$ cat config.mk
export PLATFORM = sky130hd
export DESIGN_NAME = clap_controller
export DESIGN_NICKNAME = d
export VERILOG_FILES = /design/src/rtl/clap_controller.sv
export SDC_FILE = /design/constraint.sdc
export NUM_CORES = 1
export LEC_CHECK = 0
export ABC_CLOCK_PERIOD_IN_PS = 5400
export CORE_UTILIZATION = 60
export CTS_BUF_LIST = sky130_fd_sc_hd__clkbuf_8
export CTS_CLUSTER_DIAMETER = 200
export DETAILED_ROUTE_END_ITERATION = 10
export HOLD_SLACK_MARGIN = 0.06
export PLACE_DENSITY_LB_ADDON = 0.3
export SYNTH_ARGS = -nofsm -noshare
export SYNTH_HDL_FRONTEND = slang
export SYNTH_SLANG_ARGS = --single-unit
$ cat constraint.sdc
create_clock -name clk -period 5.4 [get_ports clk]
set_input_delay 1.08 -clock clk [delete_from_list [all_inputs] [get_ports clk]]
set_output_delay 1.08 -clock clk [all_outputs]
set_load 0.03 [all_outputs]
$ cat src/rtl/clap_controller.sv
// Clap controller: qualifies claps from a magnitude stream, groups them into timed patterns and
// toggles light_on. Define CLAP_AUTO_OFF_EN to add an auto-off timer for light_on.
module clap_controller #(
    parameter int unsigned DATA_WIDTH      = 16,
    parameter int unsigned HOLD_CYCLES     = 5_000_000,
    parameter int unsigned WINDOW_CYCLES   = 50_000_000,
    parameter int unsigned MAX_CLAPS       = 15,
    parameter int unsigned AUTO_OFF_CYCLES = 500_000_000
) (
    input  logic                  clk,
    input  logic                  rst,
    input  logic                  enable,
    input  logic                  sample_valid,
    input  logic [DATA_WIDTH-1:0] sample_abs,
    input  logic [DATA_WIDTH-1:0] threshold,
    output logic                  clap_pulse,
    output logic [3:0]            clap_count,
    output logic                  pattern_valid,
    output logic [3:0]            pattern_count,
    output logic                  light_on,
    output logic [1:0]            state
);

    localparam int unsigned HoldW = (HOLD_CYCLES > 1) ? $clog2(HOLD_CYCLES) : 1;
    localparam int unsigned WinW  = (WINDOW_CYCLES > 1) ? $clog2(WINDOW_CYCLES) : 1;
    localparam logic [HoldW-1:0] HoldLoad = HoldW'(HOLD_CYCLES - 1);
    localparam logic [WinW-1:0]  WinLoad  = WinW'(WINDOW_CYCLES - 1);
    localparam logic [3:0]       MaxClaps = 4'(MAX_CLAPS);

    if (MAX_CLAPS == 0 || MAX_CLAPS > 15 || HOLD_CYCLES == 0 || WINDOW_CYCLES == 0 ||
        AUTO_OFF_CYCLES == 0) begin : g_param_check
        $error("clap_controller: invalid parameter value");
    end

    typedef enum logic [1:0] {
        StIdle  = 2'd0,
        StArmed = 2'd1,
        StHold  = 2'd2,
        StGap   = 2'd3
    } state_e;

    state_e           state_q;
    logic [HoldW-1:0] hold_q;
    logic [WinW-1:0]  win_q;
    logic             quiet_q;   // a below-hysteresis sample has been seen in this HOLD
    logic             clap;
    logic             quiet;
    logic             close_now;

    assign clap      = sample_valid && (sample_abs > threshold);
    assign quiet     = sample_valid && (sample_abs < (threshold >> 1));
    assign close_now = enable && (state_q == StGap) && !clap && (win_q == '0);
    assign state     = state_q;

`ifdef CLAP_AUTO_OFF_EN
    localparam int unsigned AutoW = ($clog2(AUTO_OFF_CYCLES) > 29) ? $clog2(AUTO_OFF_CYCLES) : 29;
    localparam logic [AutoW-1:0] AutoLoad = AutoW'(AUTO_OFF_CYCLES - 1);
    logic [AutoW-1:0] auto_q;
`endif

    always_ff @(posedge clk or negedge rst) begin
        if (!rst) begin
            state_q       <= StIdle;
            hold_q        <= '0;
            win_q         <= '0;
            quiet_q       <= 1'b0;
            clap_count    <= '0;
            pattern_count <= '0;
            clap_pulse    <= 1'b0;
            pattern_valid <= 1'b0;
            light_on      <= 1'b0;
`ifdef CLAP_AUTO_OFF_EN
            auto_q        <= '0;
`endif
        end else begin
            clap_pulse    <= 1'b0;
            pattern_valid <= 1'b0;
`ifdef CLAP_AUTO_OFF_EN
            // Every pattern close re-arms the timer, which covers every 0->1 of light_on.
            if (close_now) begin
                auto_q <= AutoLoad;
            end else if (light_on) begin
                if (auto_q == '0) begin
                    light_on <= 1'b0;
                end else begin
                    auto_q <= auto_q - AutoW'(1);
                end
            end
`endif
            if (!enable) begin
                state_q    <= StIdle;
                clap_count <= '0;
                hold_q     <= '0;
                win_q      <= '0;
                quiet_q    <= 1'b0;
            end else begin
                case (state_q)
                    StIdle: begin
                        clap_count <= '0;
                        state_q    <= StArmed;
                    end
                    StArmed: begin
                        if (clap) begin
                            clap_pulse <= 1'b1;
                            clap_count <= 4'd1;
                            hold_q     <= HoldLoad;
                            quiet_q    <= 1'b0;
                            state_q    <= StHold;
                        end
                    end
                    StHold: begin
                        if (quiet) begin
                            quiet_q <= 1'b1;
                        end
                        if (hold_q != '0) begin
                            hold_q <= hold_q - HoldW'(1);
                        end else if (quiet_q || quiet) begin
                            win_q   <= WinLoad;
                            state_q <= StGap;
                        end
                    end
                    StGap: begin
                        // A clap on the expiry cycle extends the pattern instead of closing it.
                        if (clap) begin
                            clap_pulse <= 1'b1;
                            if (clap_count != MaxClaps) begin
                                clap_count <= clap_count + 4'd1;
                            end
                            hold_q  <= HoldLoad;
                            win_q   <= '0;
                            quiet_q <= 1'b0;
                            state_q <= StHold;
                        end else if (close_now) begin
                            pattern_valid <= 1'b1;
                            pattern_count <= clap_count;
                            clap_count    <= '0;
                            state_q       <= StArmed;
                            if (clap_count == 4'd2) begin
                                light_on <= ~light_on;
                            end else if (clap_count == 4'd3) begin
                                light_on <= 1'b0;
                            end
                        end else begin
                            win_q <= win_q - WinW'(1);
                        end
                    end
                    default: state_q <= StIdle;
                endcase
            end
        end
    end

endmodule

[Word-level counts from Yosys, hierarchy flattened]
Cells that the tools add are included.
Storage, ports and cells
  logic and storage cells: 89
  flip-flop bits (word level): 63
  bits of input ports: 36
Operators by class
  bitwise gates (word level): 2
  muxes and demuxes: 36
  equal/unequal tests: 18
  reduce and logical (&&, ||, !) cells: 19
  $lt $le $gt $ge: 2
  add/subtract/negate cells: 3
Operator list (count)
  two-way mux 26 bit: 5
  two-way mux 23 bit: 3
  case mux 26 bit (2 select lines): 1
  case mux 23 bit (2 select lines): 1
  zero test 26 bit: 1
  subtractor 26 x 1 -> 26 bit (second input constant): 1
  nonzero test 23 bit: 1
  subtractor 23 x 1 -> 23 bit (second input constant): 1
  two-way mux 4 bit: 5
  greater-than comparator 16 bit: 1
  < comparator 16 x 15 -> 1 bit: 1
  AND reduction 4 bit: 4
  != test 3 bit (second input constant): 5
  two-way mux 1 bit: 12
  two-way mux 2 bit: 6
  != test 4 bit (second input constant): 3
  case mux 4 bit (3 select lines): 1
  == test 4 x 2 -> 1 bit (second input constant): 2
  case mux 2 bit (4 select lines): 1
  != test 3 x 2 -> 1 bit (second input constant): 2
  AND reduction 3 bit: 2
  logical AND 1 bit: 5
  AND reduction 5 bit: 1
  adder 4 x 1 -> 4 bit (second input constant): 1
  12 further kinds: 14

[Depth between registers and ports, before layout]
Gate-level depths: netlist (run 1).
  depth in word-level cells: 9
  depth in mapped cells: 12
  depth with buffers taken out: 9

[Least setup slack after synthesis (run 1)]
No wires, ideal clock.
  path type: input port to flip-flop
  start point: input port threshold[13]
  end point: register win_q[4]
  setup time: 126 ps
  cell stages on the path: 9
  data arrival time: 3261 ps
  path slack: 2013 ps
  buffers on the path: 1
  path through: inv_1 ha_1 nand4_1 a2111o_1 a31oi_1 clkbuf_1 nor2_1 and3_1 a221o_1
Between the ends
  cells in the longest elaborated chain, start to end: 7
  elaborated cells on any way between the ends: 14
  classes of those cells: order compare: 2; eq/ne: 2; mux: 3; reduce/logical: 7
Ends and longest elaborated chain
  start: declaration: line 15  | input logic [DATA_WIDTH-1:0] threshold,
  greater-than comparator 16 bit: line 50  | assign clap = sample_valid && (sample_abs > threshold);
  logical AND 1 bit: line 50
  zero test 1 bit: line 52  | assign close_now = enable && (state_q == StGap) && !clap && (win_q == '0);
  logical AND 1 bit (2 in a row): line 52
  != test 4 bit (no source line)
  AND reduction 4 bit (no source line)
  end signal: assignment: line 118  | win_q <= WinLoad;
  end signal: assignment: line 144  | win_q <= win_q - WinW'(1);
  end: declaration: line 44  | logic [WinW-1:0] win_q;
Several ways; a longest one is shown, not always the timed one.
A chain may end at the register's enable or synchronous reset.

[Worst setup path in the final report (run 1)]
  start point: input port threshold[13]
  end point: register win_q[24]
The elaborated chain is that of the path after synthesis.

==> results of run 1 <==
==> cells in the mapped netlist, types with 6 or more instances <==
master	count
dfrtp_1	63
a21oi_1	41
nor2_1	40
ha_1	34
inv_1	33
nand2_1	30
o21ai_0	25
or3_1	17
a31oi_1	14
clkbuf_1	14
nor3_1	14
o31ai_1	13
o21ai_1	11
nor4_1	10
or4_1	9
nand4_1	8
a21o_1	7
and2_1	7
a311oi_1	6
==> through the flow <==
step           total power [mW]  util [%]  std cells
2_1_floorplan             0.952         -        516
3_3_place_gp               1.07      69.4        644
3_5_place_dp               1.09      69.4        644
4_1_cts                    1.57      72.6        660
5_1_grt                    1.66      72.6        660
6_report                   1.58      72.6        660
==> how the worst max path moves through the flow <==
| stage | startpoint | end | slack, ns | cells past startpoint |
|---|---|---|---|---|
| floorplan | threshold[13] | win_q[4] | 2.01 | 9 |
| global placement | threshold[14] | win_q[24] | 1.27 | 9 |
| detailed placement | threshold[14] | win_q[24] | 1.13 | 9 |
| CTS | threshold[13] | win_q[24] | 1.49 | 9 |
| global route | threshold[14] | win_q[24] | 1.27 | 9 |
| finish | threshold[13] | win_q[24] | 1.47 | 9 |
==> per-layer routing <==
| metal | track usage [%] | routed length (µm) | vias to the layer above |
|---|---|---|---|
| li1 | - | - | 2040 |
| met1 | 38.3 | 4990 | 2081 |
| met2 | 51.1 | 5440 | 201 |
| met3 | 4.71 | 709 | 45 |
| met4 | 12.4 | 328 | 0 |
| met5 | 0 | 0 | - |
==> worst register-to-register path, stage by stage, from the launching register on <==
cell     delay (ns)
dfrtp_1        0.42
inv_1          0.10
ha_1           0.19
nor3b_1        0.46
nand2_1        0.24
nor4_4         0.49
nand2_1        0.28
nor2_1         0.52
nor2_4         0.14
a221o_1        0.36
==> cell type report <==
cell class | count | area, µm²
repair buffers | 53 | 513
flip-flops and latches | 63 | 1580
well taps | 99 | 124
fillers | 526 | 2010
inverters | 34 | 128
clock inverters | 6 | 92.6
clock buffers | 10 | 138
multi-input cells | 395 | 2750
==> cell families (layout without fill, tap and decap cells) <==
kind of cell               count (synthesis)  after routing  synth area share [%]
AOI/OAI and AO/OA                        173            173                  25.7
adders and majority gates                 34             34                  9.26
buffers and inverters                     58            103                  6.04
DFF                                       63             63                  34.3
muxes                                      6              6                  1.44
and+or+nand+nor                          182            182                  23.2
==> sequential cells by signal, indices dropped and copies added, names as in the netlist, 2 cells and up <==
signal / flops
hold_q: 23
win_q: 26
state: 2
clap_count: 4
pattern_count: 4
==> where the power goes <==
part | internal, mW | total [mW] | switching, mW
Clock | 0.275 | 0.475 | 0.200
Sequential | 0.537 | 0.628 | 0.0905
Combinational | 0.192 | 0.476 | 0.284
Total | 1.00 | 1.58 | 0.574
==> impl_metrics.toml, run 1 <==
[synthesis]
synth.top_cell.area_share_pct = 34.3
netlist_instances = 516
syn_area_per_cell_um2 = 8.91
synthTopCellsByArea = "dfrtp_1 34%, ha_1 9.3%, a21oi_1 4.5%, nor2_1 3.3%, o21ai_0 2.7%"
synth_edf_count = 0
ys_seq_area_share_pct = 34.3
ys.flop_type = "dfrtp_1"
ys_warn_count = 0
synth_area_um2 = 4600
synth_seq_cells = 63
synth_cell_types = 74
async_flop_share_pct = 100
synth_nets = 586
synth_area_leader_cell = "dfrtp_1"

[power_and_ir_drop]
p_per_area_nw_per_um2 = 297
p_leak_nw = 2.23
ir_worst_vdd_uv = 211

[setup_path]
cp.required_ns = 5.63
crit_type = "input port to flop"
r2r_cells = 9
cp_max_fo = 12
cp_cell_sequence = "clkdlybuf4s50_1 -> inv_1 -> ha_1 -> nand4_1 -> a2111o_1 -> a32oi_2 -> or2_0 -> nand2b_4 -> o41ai_1"
worstReg2RegEnd = "win_q[4]"
r2r-start = "win_q[1]"
critPathBufInv = 2
arrival_ns = 4.16
ff2ff_setup_slack_ns = 2.08
crit_path_top_delay_cell = "a32oi_2"
cpLargestDelayFamily = "compound AO/OA/AOI/OAI gates"
crit_path_start_kind = "input port"
cp-end-kind = "flop"
critPathMaxStageDelay_ns = 0.54

[worst_hold_path]
whs_path_depth = 1
min-delay-start = "pattern_count[2]"
hold_class = "flop to flop"
hold_path_end = "pattern_count[2]"

[sta]
slew_headroom_pct = 34.6
rsz0062_at_grt = "no"
final.setup.tns_ns = 0
fin_skew_ns = 0.0112
layout_min_cycle_time_ns = 3.93
fin_hold_ws_ns = 0.513
finalSetupViolations = 0
fmax_mhz = 255
hold_viol_final = 0
worst_slew_pin_slew_ns = 0.972
fin_crit_sh_pct = 72.7
fin_ws_ns = 1.47
maxSlewViolCount = 0

[place]
place_area_um2 = 5090
pre_cts_ws_ns = 1.13
portBuffers = 48
dpl.hpwl_um = 8120
place_congestion = 0.960

[clock_network]
clkSinkCount = 63
cts_resized = 0
cts-htree-levels = 3
cts_buffers = 9
cts_setup_buffers = 0
clk_latency_ns = 0.34
cts.clk_slew.worst_paths_ns = 0.08
cts_tree = "done"
root_buffer = "clkbuf_8"
cts_hold_buf = 0
clk_path_buf_depth = 2

[die]
rows = 31
die-area_um2 = 8010
start_util_pct = 62.7
io-pin-count = 49
die_w_um = 89.5
core_area_um2 = 7330
die_h_um = 89.5

[cells_and_area]
antenna_cells = 0
fin_area_um2 = 5320
mostFrequentLayoutCells = "63 x dfrtp_1, 47 x clkdlybuf4s50_1, 41 x a21oi_1"
final_nets = 626
area_growth_pct = 15.8
drive_gt1_share_pct = 9.98
layout_commonest_cell = "dfrtp_1"

[detailed_routing]
wirelength_um = 11500
wl_per_cell_um = 17.4
postRouteAntennaNets = 0
remaining_drc_errors = 0
drt_iter0_markers = 248
dr.pass1.iters = 5
vias = 4367
vias_per_cell = 6.62

[grt]
grt_first_pass_wirelength_um = 18800
grt_overflow_total = 0
grt_pass1_vias = 4142
track_usage_pct = 30.1
grt_max_degree = 64
antenna_found_initial = 0

[job]
cap_viol_max_count = 0

[status]
outcome = "finished clean"
Note: power is estimated with default switching activity, not from simulation.
==> run 2, diff against run 1 <==
--- a/config.mk
+++ b/config.mk
@@ -5,8 +5,8 @@
 export SDC_FILE = /design/constraint.sdc
 export NUM_CORES = 1
 export LEC_CHECK = 0
-export ABC_CLOCK_PERIOD_IN_PS = 5400
-export CORE_UTILIZATION = 60
+export ABC_CLOCK_PERIOD_IN_PS = 3500
+export CORE_UTILIZATION = 54
 export CTS_BUF_LIST = sky130_fd_sc_hd__clkbuf_8
 export CTS_CLUSTER_DIAMETER = 200
 export DETAILED_ROUTE_END_ITERATION = 10
==> constraint.sdc (replaced) <==
create_clock -name clk -period 3.5 [get_ports clk]
set_input_delay 0.7 -clock clk [delete_from_list [all_inputs] [get_ports clk]]
set_output_delay 0.7 -clock clk [all_outputs]
set_load 0.03 [all_outputs]
==> impl_metrics.toml, run 2 (synthesized netlist as in run 1, its figures left out) <==
[setup_path]
cp_max_fo = 7
ff2ff_setup_slack_ns = 0.39
worstReg2RegEnd = "win_q[8]"
r2r-start = "hold_q[0]"
r2r_cells = 10
cpLargestDelayFamily = "compound AO/OA/AOI/OAI gates"
crit_path_start_kind = "input port"
cp_cell_sequence = "clkdlybuf4s50_1 -> inv_1 -> ha_1 -> nand4_1 -> buf_4 -> nor2_1 -> a311oi_1 -> a32oi_2 -> or2_0 -> buf_12 -> o41ai_1 -> o21ai_1"
critPathBufInv = 4
crit_type = "input port to flop"
critPathMaxStageDelay_ns = 0.46
cp.required_ns = 3.73
startpoint = "threshold[14]"
arrival_ns = 3.40
crit_path_top_delay_cell = "clkdlybuf4s50_1"
cp-end-kind = "flop"

[power_and_ir_drop]
ir_worst_vdd_uv = 292
p_leak_nw = 2.39
power_mw = 2.53
p_per_area_nw_per_um2 = 453

[sta]
fmax_mhz = 315
slew_headroom_pct = 52.4
fin_skew_ns = 0.0121
fin_crit_sh_pct = 90.7
finalSetupViolations = 0
maxSlewViolCount = 0
hold_viol_final = 0
rsz0062_at_grt = "no"
worst_slew_pin_slew_ns = 0.714
layout_min_cycle_time_ns = 3.17
final.setup.tns_ns = 0

[clock_network]
root_buffer = "clkbuf_8"
clk_path_buf_depth = 2
clk_latency_ns = 0.35
cts_setup_buffers = 0
cts.clk_slew.worst_paths_ns = 0.08
cts_tree = "done"
cts-htree-levels = 3
cts_hold_buf = 0
cts_buffers = 9
clkSinkCount = 63
cts_resized = 0

[place]
dpl.hpwl_um = 8800
numPlacedInstances = 678
portBuffers = 48
place_congestion = 0.885

[cells_and_area]
drive_gt1_share_pct = 14.3
layout_commonest_cell = "dfrtp_1"
final_nets = 654
antenna_cells = 0
area_growth_pct = 21.3
largest_reg_flops = 26
mostFrequentLayoutCells = "63 x dfrtp_1, 47 x clkdlybuf4s50_1, 41 x a21oi_1"
top_register = "win_q"
reg_top3 = "win_q (26), hold_q (23)"
fin_cells = 694

[detailed_routing]
vias_per_cell = 6.32
wl_per_cell_um = 17.1
dr.pass1.iters = 5
wirelength_um = 11900
drt_iter0_markers = 227
postRouteAntennaNets = 0
remaining_drc_errors = 0
vias = 4384

[grt]
grt_pass1_vias = 4489
grt_first_pass_wirelength_um = 20800
grt_max_degree = 34
track_usage_pct = 29.6
antenna_found_initial = 0
grt_overflow_total = 0

[status]
outcome = "finished clean"

[die]
io-pin-count = 49
die_w_um = 94.3
rows = 33
die_h_um = 94.3
start_util_pct = 55.9
core_area_um2 = 8220
die-area_um2 = 8880

[worst_hold_path]
hold_class = "input port to async pin"

[job]
cap_viol_max_count = 0
==> run 2: cell types whose count changed in the layout (fill, tap and decap cells not counted), sizes merged <==
cell / change
buf: +28
clkinvlp: -1
bufinv: +1
clkinv: +1
clkbuf: -1
==> run 2: worst max-delay path by stage <==
stage / endpoint / slack (ns) / cells past startpoint
floorplan: win_q[4] / 0.49 / 9
global placement: win_q[8] / 0.04 / 11
detailed placement: light_on / -0.04 / 12
CTS: light_on / 0.32 / 12
global route: win_q[9] / 0.16 / 10
finish: light_on / 0.33 / 12
==> run 2: where the power goes <==
| part | total, mW | internal [mW] | switching [mW] |
|---|---|---|---|
| sequential | 0.955 | 0.829 | 0.126 |
| combinational | 0.781 | 0.335 | 0.446 |
| clock | 0.793 | 0.475 | 0.318 |
==> run 2: final cells by class <==
class / instances / area [µm²]
fill: 674 / 2640
sequential: 63 / 1580
timing repair buffer: 81 / 748
tap: 105 / 131
clock buffer: 9 / 124
multi-input combinational: 395 / 2750
clock inverter: 7 / 120
inverter: 34 / 128
==> run 2: metrics by stage <==
| step | hold WS [ns] | util [%] | area (µm²) | setup slack (ns) |
|---|---|---|---|---|
| 3_5_place_dp | 0.499 | 64.9 | 5330 | -0.0432 |
| 2_1_floorplan | 0.404 | - | 4600 | 0.493 |
| 4_1_cts | 0.424 | 67.9 | 5580 | 0.321 |
| 3_3_place_gp | 0.490 | 64.9 | 5330 | 0.0361 |
| 6_report | 0.397 | 67.9 | 5580 | 0.326 |
| 5_1_grt | 0.448 | 67.9 | 5580 | 0.158 |
==> run 2: routing by layer <==
metal  up-vias  part of all wire, %  wire [µm]  global-route usage [%]
met4         0                  2.1        249                    12.8
met3        23                  5.2        624                    4.45
li1       2090                    -          -                       -
met2       145                   49       5820                    50.2
met1      2126                   44       5190                    37.0
met5         -                    0          0                       0
==> run 2: worst reg2reg max path, cell delays in order, from the launching register on <==
cell	delay (ns)
dfrtp_1	0.41
inv_1	0.07
ha_1	0.19
or3b_1	0.40
or3_4	0.42
or3_4	0.38
o41ai_4	0.28
o211ai_4	0.26
buf_4	0.23
o31ai_1	0.24
o31ai_1	0.12
